**config.mk**
```make
export PLATFORM = sky130hd
export DESIGN_NAME = demux32_8
export DESIGN_NICKNAME = d
export VERILOG_FILES = /design/src/rtl/demux32_8_pkg.sv /design/src/rtl/demux32_8_word_hold_reg.sv /design/src/rtl/demux32_8.sv
export SDC_FILE = /design/constraint.sdc
export NUM_CORES = 1
export LEC_CHECK = 0
export CORE_MARGIN = 3
export CORE_UTILIZATION = 56
export CTS_CLUSTER_SIZE = 14
export DETAILED_ROUTE_END_ITERATION = 7
export PLACE_DENSITY = 0.8
export SYNTH_ARGS = -nofsm -noshare
export SYNTH_HDL_FRONTEND = slang
export SYNTH_HIERARCHICAL = 1
export SYNTH_SLANG_ARGS = --single-unit
```
**constraint.sdc**
```tcl
create_clock -name clk_4f -period 2 [get_ports clk_4f]
set_input_delay 0.5 -clock clk_4f [delete_from_list [all_inputs] [get_ports clk_4f]]
set_output_delay 0.5 -clock clk_4f [all_outputs]
set_load 0.005 [all_outputs]
```
**src/rtl/demux32_8_pkg.sv**
```systemverilog
// Shared definitions for the byte-lane link packer/unpacker pair.
package demux32_8_pkg;

    localparam int unsigned BYTE_W         = 8;
    localparam int unsigned BYTES_PER_WORD = 4;
    localparam int unsigned WORD_W         = BYTE_W * BYTES_PER_WORD;
    localparam int unsigned CNT_W          = 2;

    typedef enum logic {
        IDLE = 1'b0,
        SEND = 1'b1
    } state_t;

    // Byte at stream position idx (0 = first on the wire) for the chosen order.
    function automatic logic [BYTE_W-1:0] byte_sel(
        input logic [WORD_W-1:0] word,
        input logic [CNT_W-1:0]  idx,
        input logic              msb_first
    );
        logic [CNT_W-1:0] pos;
        pos = msb_first ? (CNT_W'(BYTES_PER_WORD - 1) - idx) : idx;
        return word[32'(pos) * BYTE_W +: BYTE_W];
    endfunction

endpackage

```
**src/rtl/demux32_8_word_hold_reg.sv**
```systemverilog
// One-entry word holding register with load/take and an occupancy flag.
module demux32_8_word_hold_reg
    import demux32_8_pkg::*;
#(
    parameter int unsigned W = WORD_W
) (
    input  logic         clk_4f,
    input  logic         reset_L,
    input  logic         load,
    input  logic         take,
    input  logic [W-1:0] d,
    output logic [W-1:0] q,
    output logic         hold_valid
);

    // Load wins over take; the owner never asserts both in one cycle.
    always_ff @(posedge clk_4f) begin
        if (!reset_L) begin
            q          <= '0;
            hold_valid <= 1'b0;
        end else if (load) begin
            q          <= d;
            hold_valid <= 1'b1;
        end else if (take) begin
            hold_valid <= 1'b0;
        end
    end

endmodule

```
**src/rtl/demux32_8.sv**
```systemverilog
// Word-to-byte unpacker: emits four bytes per accepted word on clk_4f with a
// one-word holding register so back-to-back words stream without gaps.
module demux32_8 #(
    parameter int unsigned WORD_W    = 32,
    parameter int unsigned BYTE_W    = 8,
    parameter int unsigned MSB_FIRST = 1
) (
    input  logic              clk_4f,
    input  logic              reset_L,
    input  logic [WORD_W-1:0] data_in,
    input  logic              valid_in,
    output logic              ready_out,
    output logic [BYTE_W-1:0] data_out,
    output logic              valid_out
);
    import demux32_8_pkg::state_t;
    import demux32_8_pkg::IDLE;
    import demux32_8_pkg::SEND;
    import demux32_8_pkg::byte_sel;

    localparam logic [1:0] LAST_IDX = 2'd3;

    if (WORD_W != demux32_8_pkg::WORD_W || BYTE_W != demux32_8_pkg::BYTE_W) begin : g_width_check
        $error("demux32_8 supports only 32-bit words of 8-bit bytes");
    end

    state_t            state;
    logic [1:0]        cnt;
    logic [WORD_W-1:0] cur_word;
    logic [WORD_W-1:0] hold_q;
    logic              hold_valid;
    logic              accept;
    logic              last_byte;
    logic              hold_load;
    logic              hold_take;
    logic              msb_first;

    assign msb_first = (MSB_FIRST != 0);
    assign ready_out = reset_L && !hold_valid;
    assign accept    = valid_in && ready_out;
    assign last_byte = (state == SEND) && (cnt == LAST_IDX);
    // A word arriving mid-word parks in the hold register; at the last byte it bypasses.
    assign hold_load = accept && (state == SEND) && !last_byte;
    assign hold_take = last_byte && hold_valid;

    demux32_8_word_hold_reg #(
        .W(WORD_W)
    ) u_hold (
        .clk_4f    (clk_4f),
        .reset_L   (reset_L),
        .load      (hold_load),
        .take      (hold_take),
        .d         (data_in),
        .q         (hold_q),
        .hold_valid(hold_valid)
    );

    always_ff @(posedge clk_4f) begin
        if (!reset_L) begin
            state     <= IDLE;
            cnt       <= 2'd0;
            cur_word  <= '0;
            data_out  <= '0;
            valid_out <= 1'b0;
        end else begin
            case (state)
                IDLE: begin
                    if (accept) begin
                        cur_word  <= data_in;
                        data_out  <= byte_sel(data_in, 2'd0, msb_first);
                        valid_out <= 1'b1;
                        cnt       <= 2'd0;
                        state     <= SEND;
                    end
                end
                SEND: begin
                    if (!last_byte) begin
                        cnt      <= cnt + 2'd1;
                        data_out <= byte_sel(cur_word, cnt + 2'd1, msb_first);
                    end else if (hold_valid) begin
                        cur_word <= hold_q;
                        data_out <= byte_sel(hold_q, 2'd0, msb_first);
                        cnt      <= 2'd0;
                    end else if (accept) begin
                        cur_word <= data_in;
                        data_out <= byte_sel(data_in, 2'd0, msb_first);
                        cnt      <= 2'd0;
                    end else begin
                        data_out  <= '0;
                        valid_out <= 1'b0;
                        cnt       <= 2'd0;
                        state     <= IDLE;
                    end
                end
            endcase
        end
    end

endmodule

```
==> out/metrics.cfg, run 1 <==
[run_status]
outcome=completed

[sta]
hold_viol=0
finalSetupViolCount=0
maxSlewHeadroom_pct=71.8
skew_ns=0.00573
rsz0062_at_grt=false
min_period_ns=1.82
max_freq_ghz=0.550
slew_viol_final=0
worst_pin_slew_ns=0.423
fin_crit_sh_pct=90.9

[power_and_ir_drop]
power_density_nw_per_um2=798
leakagePower_nw=1.55
peakVddDrop_mv=0.508
power_mw=3.69

[layout]
syn_to_final_growth_pct=20.5
drive_above_1_share_pct=12.9
final_area_um2=4620
antennaDiodeCount=0
nNetsFinal=450
layoutNonFillerInstCount=496

[synth]
syn_nets=410
ys_ff_latch=77
synth_top_flop_cell=dfxtp_1
synth_area_leader_cell=dfxtp_1
synthDistinctLibCells=32
seq_area_frac_synth_pct=40.2
netlist_area_um2=3830
synthTopCellsByCount=dfxtp_1, mux2i_1, o31a_1
syn_inst=374
syn_area_per_cell_um2=10.2
ys_top_cells_by_area=dfxtp_1, mux2i_1, o31a_1
synth_most_common_cell=dfxtp_1
synthArstFlopShare_pct=0
synth_warnings=6
synth_edf_count=0
synthDominantCellAreaShare_pct=40.2

[detailed_routing]
drt_iter0_drc=212
drt-total-wl_um=8090
dr_total_vias=2907
first_pass_iters=4
top_layer=met4
wl_met3_um=359
drc=0
wl_per_cell_um=16.3
avgViaCountPerCell=5.86
wl_met2_um=3870
wl_met1_um=3700
postRouteAntennaNets=0

[worst_setup_path]
critPathArrivalTime_ns=2.06
crit_type=register to register
crit_fanout=9
cp-end-kind=register
startpoint_type=register
critical_path_required_ns=2.24

[floorplan]
die-area_um2=7870
die_w_um=88.7
fp-row-count=29
coreArea_um2=6490
start_util_pct=59.0
die_h_um=88.7
io_pins=45

[global_route]
grt_pass1_vias=2803
grt_pass1_wl_um=13700
grt_use_total_pct=22.7
grt-ovfl-total=0
grt_max_degree=26
antenna_found_initial=0

[clock_network]
cts_buffer_depth=2
h-tree-depth=3
clkSinkCount=77
cts-root-buf=clkbuf_8
holdBufCountCts=0
cts_setup_buffers=0
cts_tree=done
clk_pin_slew_ns=0.07
insertion_delay_ns=0.35
cts_buffers=9

[place]
dp_cells=480
place_hpwl_um=5560
placed_cell_area_um2=4370
place.port_buffers=44
gp_congestion=0.818

[flow_run]
maxCapViolations=0

[hold_path]
hold_path_class=register to register

path summary, 6_finish.rpt:
check        cells after the start                       from  slack, ns                         to
max                              4        cnt[1]$_SDFFE_PN0P_       0.18   data_out[0]$_SDFFE_PN0P_
min reg2reg                      2  u_hold/q[26]$_SDFFE_PN0P_       0.52  u_hold/q[26]$_SDFFE_PN0P_
max reg2reg                      4        cnt[1]$_SDFFE_PN0P_       0.18   data_out[0]$_SDFFE_PN0P_
min                              2  u_hold/q[26]$_SDFFE_PN0P_       0.52  u_hold/q[26]$_SDFFE_PN0P_
per-stage QoR:
step	setup WS, ns	hold WS (ns)	setup TNS, ns	util, %
final	0.181	0.520	0	71.1
after global routing	0.0720	0.541	0	71.1
after CTS	0.0499	0.526	0	71.1
after detailed placement	-0.0646	0.504	-0.190	67.3
after global placement	0.0288	0.485	0	67.3
after floorplan	0.186	0.482	0	-
flip-flops by register name (all words and copies together), names as in the netlist:
name / count
cnt: 2
cur_word: 32
data_out: 8
state: 1
u_hold/hold_valid: 1
u_hold/q: 32
valid_out: 1
layout make-up:
type                    count  area, µm²
clock buffers              10        138
clock inverters             6        109
fillers                   519       1880
inverters                  27        101
multi-input cells         233       1970
flip-flops and latches     77       1540
well taps                  77       96.3
repair buffers             66        666
where the power goes:
part | switching (mW) | internal [mW] | total [mW]
clock | 0.572 | 0.863 | 1.43
combinational | 0.264 | 0.320 | 0.584
sequential | 0.0492 | 1.62 | 1.67
total | 0.885 | 2.80 | 3.69
cells by family after synthesis:
logic type | synth area share (%)
multiplexers | 19.3
flip-flops | 40.2
AND/OR/NAND/NOR | 13.8
adder cells (fa/ha/maj) | 0.326
AO/OA/AOI/OAI | 17.7
buffers and inverters | 8.62
worst max-delay path, stage by stage (launching register included):
cell and delay (ns):
dfxtp_1 0.33, ha_1 0.52, mux4_2 0.38, and2_0 0.19
o31a_1 0.29
layer usage:
layer / vias to the layer above / GRT usage (%)
met5: - / 0
met4: 0 / 8.65
met3: 12 / 5.12
met2: 70 / 35.2
met1: 1397 / 30.9
li1: 1428 / -
cells in the final DEF, fill, tap and decap left out, types with 2 or more instances in the layout:
cell type        netlist  final
nor2b_2                1      2
buf_12                 3      5
clkinv_2               0      2
and2_1                 3      2
inv_1                 26     26
o31a_1                40     40
a21oi_1               11     10
clkdlybuf4s50_1        0     42
o21a_1                10     10
dfxtp_1               77     77
bufinv_16              0      3
nand3_1                8      8
a211oi_1              24     24
nand4b_1               8      8
nor2b_1               35     34
mux2i_1               56     56
mux4_2                 8      8
clkbuf_8               0     10
nor2_1                 3      3
and2_0                 8      8
buf_4                  1     17
nand2b_1               2      2
nor3b_1                8      8
repair_timing:
item                       4_1_cts  5_1_grt
setup endpoints to repair        0        1
resized for setup                0        1
hold endpoints to repair         0        0
Power figures use the tool's default switching activity.
==> run 2, diff against run 1 <==
- CORE_ASPECT_RATIO: unset -> 0.9
- CTS_BUF_LIST: unset -> sky130_fd_sc_hd__clkbuf_4 sky130_fd_sc_hd__clkbuf_8 sky130_fd_sc_hd__clkbuf_16
==> out/metrics.cfg, run 2 (synthesis results as in run 1) <==
[worst_setup_path]
crit_path_max_incr_delay_ns=0.38
rrSetupSlack_ns=0.12
crit_type=register to register
crit_fanout=25
cp-end-kind=register
critPathArrivalTime_ns=2.12
critPathMostFrequentCell=buf_4
crit_family=buffers and inverters
worst-path-buf-inv=3
cp_cell_sequence=buf_4, nor2b_2, buf_4, a21oi_1, buf_4, o31a_1
crit_path_top_delay_cell=dfxtp_1
startpoint_type=register
critical_path_required_ns=2.24

[floorplan]
start_util_pct=60.0
die_h_um=84.5
io_pins=45
die_w_um=93.2
coreArea_um2=6380
fp-row-count=27
die-area_um2=7870

[sta]
rsz0062_at_grt=false
worst_pin_slew_ns=0.607
slew_viol_final=0
hold_viol=0
final.setup.tns_ns=0
maxSlewHeadroom_pct=59.5
fin_crit_sh_pct=93.8
finalSetupViolCount=0
fin_ws_ns=0.123
min_period_ns=1.88
max_freq_ghz=0.533
skew_ns=0.0106
holdWs_ns=0.520

[clock_network]
cts_buffers=9
insertion_delay_ns=0.35
post_cts_resized=2
cts-root-buf=clkbuf_8
cts_setup_buffers=0
holdBufCountCts=0
cts_buffer_depth=2
clkSinkCount=77
clk_pin_slew_ns=0.08
h-tree-depth=3
cts_tree=done

[flow_run]
maxCapViolations=0

[layout]
antennaDiodeCount=0
syn_to_final_growth_pct=21.8
fillers=451
nNetsFinal=448
seqCellArea_um2=1540
drive_above_1_share_pct=12.9
largest_registers=cur_word x32, u_hold/q x32, data_out x8
multi_input_area_um2=1980
layout.cells.most_common_list=dfxtp_1, mux2i_1, clkdlybuf4s50_1
final_common_cell=dfxtp_1

[global_route]
grt_max_degree=36
antenna_found_initial=0
grt-ovfl-total=0
grt_use_total_pct=23.1
grt_pass1_wl_um=14500
grt_pass1_vias=2849

[detailed_routing]
dr_total_vias=2917
postRouteAntennaNets=0
drt_iter0_drc=176
wl_per_cell_um=17.1
avgViaCountPerCell=5.79
drt-total-wl_um=8630
first_pass_iters=4
drc=0

[run_status]
outcome=completed

[place]
gp_congestion=0.829
place.port_buffers=44
place_ws_ns=0.00305
place_hpwl_um=5760

[power_and_ir_drop]
leakagePower_nw=1.56
power_mw=3.83
peakVddDrop_mv=0.683
power_density_nw_per_um2=820

[hold_path]
hold_path_class=register to register

==> run 2: cell count changes in the layout (fill, tap and decap cells not counted), sizes merged <==
cell    change
inv         -1
buf         -2
bufinv      +1
==> run 2: cell type report <==
class                      count  share of cell area, %
clock inverter                 6                   2.87
inverter                      27                   2.17
multi-input combinational    233                   42.4
tap                           87                   2.33
timing repair buffer          64                   14.2
sequential                    77                   33.0
clock buffer                  10                   2.95
==> run 2: stage by stage <==
stage,area [µm²],std cells,utilization (%)
floorplan,3830,374,-
global route,4670,504,73.1
global placement,4370,488,68.4
detailed placement,4370,488,68.4
finish,4670,504,73.1
CTS,4650,504,72.8
==> run 2: worst paths after layout <==
check                            startpoint                         to  cells past startpoint
setup / recovery           state$_SDFF_PN0_   data_out[1]$_SDFFE_PN0P_                      6
hold / removal    u_hold/q[14]$_SDFFE_PN0P_  u_hold/q[14]$_SDFFE_PN0P_                      2
setup reg to reg           state$_SDFF_PN0_   data_out[1]$_SDFFE_PN0P_                      6
hold reg to reg   u_hold/q[14]$_SDFFE_PN0P_  u_hold/q[14]$_SDFFE_PN0P_                      2
==> run 2: worst reg2reg max path: cells and delay by family, from the launching register on <==
kind	cells	cell delay [ns]
buffers and inverters	3	0.78
flip-flops	1	0.38
AO/OA/AOI/OAI	2	0.33
AND/OR/NAND/NOR	1	0.29
==> run 2: where the power goes <==
part	switching, mW	internal, mW
combinational	0.274	0.318
clock	0.578	0.989
sequential	0.0478	1.62
total	0.900	2.93
==> run 2: per-layer routing <==
| metal | share of wire, % | GRT usage, % | vias up |
|---|---|---|---|
| li1 | - | - | 1425 |
| met4 | 1.9 | 7.06 | 0 |
| met2 | 46 | 35.4 | 75 |
| met1 | 47 | 31.9 | 1403 |
| met3 | 5.3 | 6.00 | 14 |
| met5 | 0 | 0 | - |
